`config.mk`:
```
export PLATFORM = sky130hd
export DESIGN_NAME = fifo_rd_stream
export DESIGN_NICKNAME = d
export VERILOG_FILES = /design/src/rtl/fifo_pkg.sv /design/src/rtl/fifo_rd_buf2.sv /design/src/rtl/fifo_rd_stream.sv
export SDC_FILE = /design/constraint.sdc
export NUM_CORES = 1
export LEC_CHECK = 0
export ABC_AREA = 1
export CAP_MARGIN = 0
export CORE_ASPECT_RATIO = 0.9
export CORE_MARGIN = 3
export CORE_UTILIZATION = 40
export CTS_CLUSTER_SIZE = 12
export DETAILED_ROUTE_END_ITERATION = 16
export HOLD_SLACK_MARGIN = 0.1
export PLACE_DENSITY_LB_ADDON = 0.1
export SLEW_MARGIN = 20
export SYNTH_ARGS = -nofsm -noshare
export SYNTH_HDL_FRONTEND = slang
export SYNTH_HIERARCHICAL = 1
export SYNTH_SLANG_ARGS = --single-unit
```
`constraint.sdc`:
```
create_clock -name rclk -period 2.5 [get_ports rclk]
set_input_delay 0.75 -clock rclk [delete_from_list [all_inputs] [get_ports rclk]]
set_output_delay 0.75 -clock rclk [all_outputs]
set_load 0.02 [all_outputs]
```
`src/rtl/fifo_pkg.sv`:
```
// Shared constants for the async FIFO read-side output stage.
package fifo_pkg;

  localparam int unsigned DWIDTH_DEF   = 8;
  localparam int unsigned RD_BUF_DEPTH = 2;
  localparam int unsigned OCC_W        = 2;

  typedef logic [OCC_W-1:0] occ_t;

endpackage

```
`src/rtl/fifo_rd_buf2.sv`:
```
// Two-entry circular prefetch buffer with write/read strobes and occupancy.
module fifo_rd_buf2
  import fifo_pkg::*;
#(
  parameter int unsigned DWIDTH = DWIDTH_DEF
) (
  input  logic              i_clk,
  input  logic              i_rst,
  input  logic              i_clr,
  input  logic              i_wr,
  input  logic [DWIDTH-1:0] i_wdata,
  input  logic              i_rd,
  output logic [DWIDTH-1:0] o_rdata,
  output occ_t              o_occ
);

  logic [DWIDTH-1:0] r_mem [RD_BUF_DEPTH];
  logic              r_head;
  logic              r_tail;
  occ_t              r_occ;

  always_ff @(posedge i_clk or posedge i_rst) begin
    if (i_rst) begin
      for (int unsigned i = 0; i < RD_BUF_DEPTH; i++) begin
        r_mem[i] <= '0;
      end
      r_head <= 1'b0;
      r_tail <= 1'b0;
      r_occ  <= '0;
    end else if (i_clr) begin
      // Clear drops contents logically; stale storage is hidden by occ=0.
      r_head <= 1'b0;
      r_tail <= 1'b0;
      r_occ  <= '0;
    end else begin
      if (i_wr) begin
        r_mem[r_tail] <= i_wdata;
        r_tail        <= ~r_tail;
      end
      if (i_rd) begin
        r_head <= ~r_head;
      end
      r_occ <= r_occ + occ_t'(i_wr) - occ_t'(i_rd);
    end
  end

  assign o_rdata = r_mem[r_head];
  assign o_occ   = r_occ;

endmodule

```
`src/rtl/fifo_rd_stream.sv`:
```
// Read-side stream stage: pop/inflight credit logic over a 2-entry prefetch buffer.
// Optional flush input enabled by defining FIFO_RD_STREAM_FLUSH_EN.
module fifo_rd_stream
  import fifo_pkg::*;
#(
  parameter int unsigned DWIDTH    = DWIDTH_DEF,
  parameter int unsigned BUF_DEPTH = RD_BUF_DEPTH
) (
  input  logic              rclk,
  input  logic              reset,
`ifdef FIFO_RD_STREAM_FLUSH_EN
  input  logic              flush,
`endif
  input  logic              empty,
  output logic              pop,
  input  logic [DWIDTH-1:0] rdata,
  output logic              out_valid,
  output logic [DWIDTH-1:0] out_data,
  input  logic              out_ready
);

  localparam logic [OCC_W:0] CAP = (OCC_W+1)'(BUF_DEPTH);

  logic           r_inflight;
  occ_t           w_occ;
  logic           w_deq;
  logic           w_flush;
  logic           w_wr;
  logic [OCC_W:0] w_credit;

`ifdef FIFO_RD_STREAM_FLUSH_EN
  assign w_flush = flush;
`else
  assign w_flush = 1'b0;
`endif

  assign out_valid = (w_occ != '0);
  assign w_deq     = out_valid && out_ready;
  assign w_credit  = {1'b0, w_occ} + {{OCC_W{1'b0}}, r_inflight};

  // A pop is only issued when a slot is guaranteed free as its data returns.
  always_comb begin
    pop = 1'b0;
    if (!empty && !w_flush) begin
      pop = (w_credit < CAP) || ((w_credit == CAP) && w_deq);
    end
  end

  always_ff @(posedge rclk or posedge reset) begin
    if (reset) begin
      r_inflight <= 1'b0;
    end else begin
      r_inflight <= pop;
    end
  end

  // Data returning from a pop issued just before a flush is discarded.
  assign w_wr = r_inflight && !w_flush;

  fifo_rd_buf2 #(
    .DWIDTH(DWIDTH)
  ) u_buf (
    .i_clk   (rclk),
    .i_rst   (reset),
    .i_clr   (w_flush),
    .i_wr    (w_wr),
    .i_wdata (rdata),
    .i_rd    (w_deq),
    .o_rdata (out_data),
    .o_occ   (w_occ)
  );

endmodule

```
# Yosys cells after proc, flatten, opt, wreduce, memory -nomap -nowiden
# Cells that the tools add are included.
[classes] n_lt_le_gt_ge=4 mux=7 n_addsub=3 shift=0 n_reduce_logical=5 n_bitwise=4 n_eq_ne=1 div_mod_pow=0 mul=0
[ops] op="two-way mux 8 bit" n=4
[ops] op="bitwise mux 16 bit" n=1
[ops] op="demux 8 bit (select 1 bit)" n=1
[ops] op=">= comparator 2 bit (second input constant)" n=2
[ops] op="inverter 1 -> 2 bit" n=2
[ops] op="adder 2 x 1 -> 3 bit" n=1
[ops] op="equality test 3 x 2 -> 1 bit (second input constant)" n=1
[ops] op="logical AND 1 bit" n=3
[ops] op="less-than comparator 3 x 2 -> 1 bit (second input constant)" n=1
[ops] op="adder 2 x 1 -> 2 bit" n=1
[ops] op="less-than comparator 2 x 1 -> 1 bit (second input constant)" n=1
[ops] op="inverter 1 bit" n=2
[ops] op="nonzero test 2 bit" n=1
[ops] op="subtractor 2 x 1 -> 2 bit" n=1
[ops] op="logical OR 1 bit" n=1
[ops] op="two-way mux 1 bit" n=1
[word_totals] input_bits=12 word_cells=30 reg_bits=21 romBits=0 ram_bits=0 latchBits=0 out_inout_bits=10 memories=0

# Depth between registers and ports, before layout
# Gate-level depths: netlist (run 1).
[depth] ltp_word=6 mapped_depth=8 mapped_depth_nobuf=8

# Cells and area by module
# The synthesis (run 1) kept the hierarchy.
[by_module_without_submodules] module="fifo_rd_buf2" seq_area_each_um2=500.5 area_per_inst_um2=987.2 cells_each=93 instances=1
[by_module_without_submodules] module="fifo_rd_stream" seq_area_each_um2=25.0 area_per_inst_um2=140.1 cells_each=18 instances=1

# Least setup slack after synthesis (run 1)
# No wires, ideal clock.
[synth_path] path_type="reg2out" start="register r_inflight" end="output pop" path_buffers=0 required_ns=1.750 stages_incl_launch_ff=8 arrival_time_ns=1.411 setup_slack_ns=0.339 cell_sequence="dfrtp_1 > ha_1 > inv_1 > ha_1 > nand2_1 > nor2_4 > nand2_2 > a21oi_2"
[synth_via] elab_chain_len=5 word_cells_on_any_way=6 classes_between="1 x add/sub; 1 x order compare; 1 x eq/ne; 1 x mux; 2 x reduce/logical"
[synth_rtl] element="from (decl)" line="fifo_rd_stream.sv:24" text="logic r_inflight;"
[synth_rtl] element="from (signal assigned)" line="fifo_rd_stream.sv:53" text="r_inflight <= pop;"
[synth_rtl] element="adder 2 x 1 -> 3 bit *" line="fifo_rd_stream.sv:39" text="assign w_credit = {1'b0, w_occ} + {{OCC_W{1'b0}}, r_inflight};"
[synth_rtl] element="parallel branches: the longest is 2 deep, another holds less-than comparator 3 x 2 -> 1 bit"
[synth_rtl] element="logical OR 1 bit *" line="fifo_rd_stream.sv:45" text="pop = (w_credit < CAP) || ((w_credit == CAP) && w_deq);"
[synth_rtl] element="two-way mux 1 bit *" line="fifo_rd_stream.sv:44" text="if (!empty && !w_flush) begin"
[synth_rtl] element="to (decl)" line="fifo_rd_stream.sv:15" text="output logic pop,"
# Every way passes the cells marked *.

# Worst setup path after layout (run 1)
[layout_path] start="register u_buf.r_head" end="output out_data[3]"
[layout_via] elab_chain_len=4
[layout_rtl] element="from (decl)" line="fifo_rd_buf2.sv:18" text="logic r_head;"
[layout_rtl] element="from (signal assigned)" line="fifo_rd_buf2.sv:41" text="r_head <= ~r_head;"
[layout_rtl] element="inverter 1 -> 2 bit (not written as such)" line="fifo_rd_buf2.sv:47" text="assign o_rdata = r_mem[r_head];"
[layout_rtl] element="two-way mux 8 bit (not written as such) (3 in a row)" line="fifo_rd_buf2.sv:47"
[layout_rtl] element="to (decl)" line="fifo_rd_stream.sv:18" text="output logic [DWIDTH-1:0] out_data,"
# Every way passes these cells. The select of a mux whose other input is x is not followed.

==> results.json, run 1 <==
{
  "layout-area-overhead-vs-synth_pct": 31.85,
  "power_density_nw_per_um2": 1108,
  "cts_root_buffer": "clkbuf_4",
  "antenna-diode-count": 0,
  "finalNonFillerCells": 180,
  "drive_gt1_frac": 0.3732,
  "grt_max_degree": 21,
  "n_fill_cell": 229,
  "dieArea_um2": 3492,
  "cp_max_fo": 5,
  "overflow": 0,
  "gp_congestion": 0.6624,
  "clock_latency_ns": 0.31,
  "ys.flop_type": "dfrtp_1",
  "stdcell_area_um2": 1486,
  "ir_drop_v": 0.0005669,
  "syn_area_per_cell_um2": 10.16,
  "finalSetupViolations": 0,
  "finalCritPeriodShare": 0.9798,
  "fin_worst_skew_ns": 0.005800,
  "path_class": "reg2out",
  "synth_area_leaders": "dfrtp_1, o21ai_2, mux2_2",
  "via_count": 772,
  "cap_violations": 0,
  "critPathCaptureType": "output pin",
  "rsz0062_at_grt": "true",
  "die_w_um": 61.96,
  "max_freq_ghz": 0.4083,
  "clock_path_buffers": 2,
  "dr.pass1.iters": 6,
  "ctsHoldBuffers": 0,
  "io_pins": 22,
  "initial_core_util": 0.4380,
  "synth.most_common_cell": "dfrtp_1",
  "coreArea_um2": 2574,
  "synth_cell_type_count": 20,
  "die_h_um": 56.37,
  "worst_pin_slew_ns": 0.7335,
  "async_flop_share": 1.000,
  "synth_top_area_cell": "dfrtp_1",
  "detail_route.wirelength_mm": 1.872,
  "ys_seq_area_frac": 0.4661,
  "drv_slew": 0,
  "use_met2": 0.1938,
  "drt_iter0_markers": 39,
  "wl_per_cell_um": 10.40,
  "yosysWarnings": 6,
  "synth_edf_count": 0,
  "synth_area_um2": 1127,
  "drc_errors": 0,
  "grt_first_pass_wirelength_mm": 3.243,
  "fin_tns_setup_ns": 0,
  "clk_pin_slew_ns": 0.11,
  "grt.busiest_layer": "met2",
  "worstPathArrival_ns": 1.70,
  "cts_htree_levels": 1,
  "synth_common_cells": "dfrtp_1, inv_1, nand2_1",
  "dp_hpwl_mm": 1.334,
  "ant_nets": 0,
  "post-route-util": 0.5775,
  "grt_pass1_vias": 772,
  "status": "finished, final reports clean",
  "finalHoldViolations": 0,
  "power_leakage_uw": 0.0008072,
  "cts_tree": "built",
  "syn-instance-count": 111,
  "placed_area_um2": 1399,
  "grt_use_met3": 0.05057,
  "period_needed_ns": 2.449,
  "ys_seq_elements": 21,
  "num-nets-final": 160,
  "dp_cells": 173,
  "synth.top_cell.area_share": 0.4661,
  "track_usage": 0.1240,
  "port_buffers": 21,
  "cts_buffers": 3,
  "startpoint_type": "flop",
  "antenna_found_initial": 0,
  "worstHoldPathType": "reg2reg",
  "cp.required_ns": 1.75,
  "core.rowCount": 17,
  "use_met1": 0.1578,
  "clock_sinks": 21,
  "drt-vias-per-instance": 4.289,
  "relSlewSlack": 0.5105
}
-- area by class of cell --
class / instances / area (um2) / share of cell area
clock buffer: 3 / 22.52 / 0.01515
clock inverter: 1 / 5.005 / 0.003367
inverter: 22 / 82.58 / 0.05556
multi-input combinational: 66 / 515.5 / 0.3468
sequential: 21 / 526.8 / 0.3544
tap: 38 / 47.55 / 0.03199
timing repair buffer: 29 / 286.5 / 0.1928
-- per-stage QoR --
step | hold slack (ns) | total power, uW | worst slack, ns
floorplan | 0.4493 | 1162 | 0.3389
global placement | 0.4589 | 1449 | -0.4060
detailed placement | 0.4670 | 1473 | -0.4181
CTS | 0.4956 | 1652 | 0.008436
global route | 0.5150 | 1788 | -0.009511
finish | 0.4915 | 1648 | 0.05056
-- power by group --
group | total (uW) | switching [uW] | internal (uW)
clock network | 162 | 103 | 59.9
logic | 908 | 451 | 457
registers | 577 | 84.6 | 492
total | 1650 | 639 | 1010
-- worst paths after layout --
| check | slack [ns] | startpoint | endpoint | cells past startpoint |
|---|---|---|---|---|
| setup / recovery | 0.05 | u_buf/r_head | out_data[3] | 3 |
| hold / removal | 0.49 | u_buf/r_mem[3] | u_buf/r_mem[3] | 2 |
| setup reg to reg | 0.85 | u_buf/o_occ[0] | u_buf/o_occ[1] | 9 |
| hold reg to reg | 0.49 | u_buf/r_mem[3] | u_buf/r_mem[3] | 2 |
| max in group asynchronous | 1.12 | reset | u_buf/r_head | 2 |
| min in group asynchronous | 0.59 | reset | r_inflight | 2 |
-- routing by layer --
layer  up-vias  wire length, um
li1        410                -
met1       344              868
met2        16              867
met3         2              113
met4         0               22
met5         -                0
-- state kept, by name, summed over array words and instances (netlist names) --
| signal | flops |
|---|---|
| u_buf/r_mem | 16 |
| u_buf/o_occ | 2 |
| r_inflight | 1 |
| u_buf/r_head | 1 |
| u_buf/r_tail | 1 |
-- cell families after synthesis --
family,share of synthesized area
buf+inv,0.09766
fa+ha+maj,0.05549
flops,0.4661
compound gates,0.1498
simple gates,0.1476
mux,0.07991
other cells,0.003326
-- critical path, cell delays in order (launching register included) --
cell             delay [ns]
dfrtp_2                0.37
buf_4                  0.15
mux2_2                 0.34
clkdlybuf4s50_1        0.53
-- cells in the final DEF (no fill, tap or decap) --
| cell | count |
|---|---|
| nor2_1 | 2 |
| clkdlybuf4s50_1 | 13 |
| buf_2 | 1 |
| buf_4 | 7 |
| ha_1 | 2 |
| nand3_1 | 1 |
| nand2_2 | 3 |
| nand3b_4 | 1 |
| clkinv_2 | 1 |
| nor2_2 | 1 |
| ha_4 | 1 |
| nand3_4 | 1 |
| o21ai_0 | 2 |
| nand2_1 | 19 |
| inv_2 | 3 |
| o21ai_2 | 16 |
| dfrtp_1 | 20 |
| mux2_2 | 8 |
| conb_1 | 2 |
| buf_6 | 1 |
| a21oi_1 | 2 |
| nor2_4 | 2 |
| clkbuf_4 | 3 |
| ha_2 | 2 |
| inv_1 | 19 |
| dlymetal6s2s_1 | 7 |
| a21oi_2 | 1 |
| dfrtp_2 | 1 |
-- what timing repair did --
item,4_1_cts,5_1_grt
pin swaps,0,3
setup endpoints to repair,9,8
resized for setup,5,14
endpoints found under the hold margin,0,0
setup buffers,2,1
Note: power is estimated with default switching activity, not from simulation.
==> run 2, diff against run 1 <==
--- a/config.mk
+++ b/config.mk
@@ -10,7 +10,7 @@
 export CORE_ASPECT_RATIO = 0.9
 export CORE_MARGIN = 3
 export CORE_UTILIZATION = 40
-export CTS_CLUSTER_SIZE = 12
+export CTS_CLUSTER_SIZE = 30
 export DETAILED_ROUTE_END_ITERATION = 16
 export HOLD_SLACK_MARGIN = 0.1
 export PLACE_DENSITY_LB_ADDON = 0.1
==> results of run 2 <==
No change in the layout: final DEF, timing and power equal those of run 1.
==> run 3, diff against run 2 <==
--- a/config.mk
+++ b/config.mk
@@ -13,7 +13,7 @@
 export CTS_CLUSTER_SIZE = 30
 export DETAILED_ROUTE_END_ITERATION = 16
 export HOLD_SLACK_MARGIN = 0.1
-export PLACE_DENSITY_LB_ADDON = 0.1
+export PLACE_DENSITY_LB_ADDON = 0.25
 export SLEW_MARGIN = 20
 export SYNTH_ARGS = -nofsm -noshare
 export SYNTH_HDL_FRONTEND = slang
==> run 3 against run 2 <==
Against the previous run: clock power down 4%; die area is the same; clock skew fell by 0.0044 ns; cell count did not move.
==> results.json, run 3 (synthesis results as in run 1) <==
{
  "crit_chain": "clkdlybuf4s50_1 > inv_2 > nor2_4 > nand2_2 > a21oi_2 > buf_6",
  "ff2ff_path_depth": 10,
  "grt_first_pass_wirelength_mm": 3.160,
  "startpoint": "out_ready",
  "p_clk_frac": 0.094,
  "dieArea_um2": 3492,
  "rsz0062_at_grt": "true",
  "clock_sinks": 21,
  "period_needed_ns": 2.446,
  "core.rowCount": 17,
  "relSlewSlack": 0.4992,
  "track_usage": 0.1189,
  "wl_per_cell_um": 10.85,
  "cp_max_fo": 2,
  "finalNonFillerCells": 180,
  "power_density_nw_per_um2": 1122,
  "coreArea_um2": 2574,
  "dp_cells": 175,
  "pwr-share-seq": 0.352,
  "n_fill_cell": 238,
  "r2r_start": "u_buf/o_occ[1]",
  "worstHoldPathType": "reg2reg",
  "cts_root_buffer": "clkbuf_4",
  "finalSetupViolations": 0,
  "grt_pass1_vias": 798,
  "layout-area-overhead-vs-synth_pct": 29.86,
  "post-route-util": 0.5688,
  "io_pins": 22,
  "die_h_um": 56.37,
  "port_buffers": 21,
  "whs_path_depth": 2,
  "detail_route.wirelength_mm": 1.953,
  "gp_congestion": 0.7402,
  "drc_errors": 0,
  "p_sw_frac": 0.3925,
  "path_class": "in2out",
  "power_leakage_uw": 0.0007427,
  "ant_nets": 0,
  "max_freq_ghz": 0.4089,
  "ir_drop_v": 0.0006691,
  "num-nets-final": 160,
  "final_cell_mix": "dfrtp_1, inv_1, nand2_1",
  "p_int_uw": 998.3,
  "worst_hold_slack_ns": 0.4875,
  "cts_buffers": 3,
  "startpoint_type": "input port",
  "status": "finished, final reports clean",
  "drv_slew": 0,
  "finalHoldViolations": 0,
  "r2r_slack_ns": 0.82,
  "critPathSlowestCell": "clkdlybuf4s50_1",
  "drt-vias-per-instance": 4.433,
  "dr.pass1.iters": 4,
  "final_common_cell": "dfrtp_1",
  "clock_latency_ns": 0.29,
  "overflow": 0,
  "endpoint": "pop",
  "largest_reg_flops": 16,
  "die_w_um": 61.96,
  "drive_gt1_frac": 0.3521,
  "initial_core_util": 0.4380,
  "cap_violations": 0,
  "drt_iter0_markers": 22,
  "p_sw_uw": 644.9,
  "pwr-share-comb": 0.554,
  "worst_pin_slew_ns": 0.7504,
  "fin_worst_skew_ns": 0.001354,
  "dp_hpwl_mm": 1.480,
  "grt_max_degree": 21,
  "cts_tree": "built",
  "r2r_end": "u_buf/o_occ[1]",
  "clk_pin_slew_ns": 0.11,
  "finalCritPeriodShare": 0.9783,
  "regMostFlops": "u_buf/r_mem",
  "cts_htree_levels": 1,
  "clock_path_buffers": 2,
  "power_uw": 1643,
  "critPathCaptureType": "output pin",
  "antenna_found_initial": 0,
  "worstPathArrival_ns": 1.70,
  "cp.required_ns": 1.75,
  "ctsHoldBuffers": 0,
  "antenna-diode-count": 0,
  "slowest_delay_ns": 0.47,
  "via_count": 798
}
run 3: how the worst min path moves through the flow:
stage,start,to,slack [ns]
final,u_buf/r_mem[9],u_buf/r_mem[9],0.49
after global placement,u_buf/r_mem[3],u_buf/r_mem[3],0.46
after floorplan,u_buf/r_mem[0],u_buf/r_mem[0],0.45
after global routing,u_buf/r_mem[9],u_buf/r_mem[9],0.51
after detailed placement,u_buf/r_mem[10],u_buf/r_mem[10],0.47
after CTS,u_buf/r_mem[9],u_buf/r_mem[9],0.49
run 3: timing repair:
| action | 4_1_cts | 5_1_grt |
|---|---|---|
| cloned | 0 | 0 |
| pin swaps | 0 | 5 |
| setup buffers | 0 | 1 |
| resized for setup | 10 | 7 |
| setup endpoints to repair | 7 | 1 |
run 3: area by class of cell:
| type | instances | area (um2) | share of cell area |
|---|---|---|---|
| repair buffers | 29 | 264.0 | 0.1803 |
| multi-input cells | 66 | 518.0 | 0.3538 |
| flip-flops and latches | 21 | 525.5 | 0.3590 |
| well taps | 38 | 47.55 | 0.03248 |
| clock buffers | 4 | 26.28 | 0.01795 |
| inverters | 22 | 82.58 | 0.05641 |
run 3: power by group through the flow:
stage	registers [uW]	clock network (uW)	logic (uW)
floorplan	573	0	589
global placement	578	0	884
detailed placement	587	0	906
CTS	580	164	862
global route	598	178	999
finish	578	155	910
run 3: worst max-delay path, delay by kind of cell:
family | cells | cell delay, ns
simple gates | 2 | 0.14
buf+inv | 3 | 0.65
compound gates | 1 | 0.16
run 3: through the flow:
step / setup slack (ns) / setup TNS [ns] / cell area, um2
final: 0.05421 / 0 / 1464
after global routing: -0.01759 / -0.01759 / 1464
after CTS: 0.02320 / 0 / 1428
after detailed placement: -0.4161 / -0.4161 / 1414
after global placement: -0.4086 / -0.4086 / 1414
after floorplan: 0.3389 / 0 / 1131
run 3: per-layer routing:
metal | GRT usage | vias to the layer above | wire length, um
met2 | 0.2012 | 14 | 1027
met4 | 0.02121 | 0 | 12
li1 | - | 407 | -
met3 | 0.04828 | 2 | 81
met5 | 0 | - | 0
met1 | 0.1388 | 375 | 831
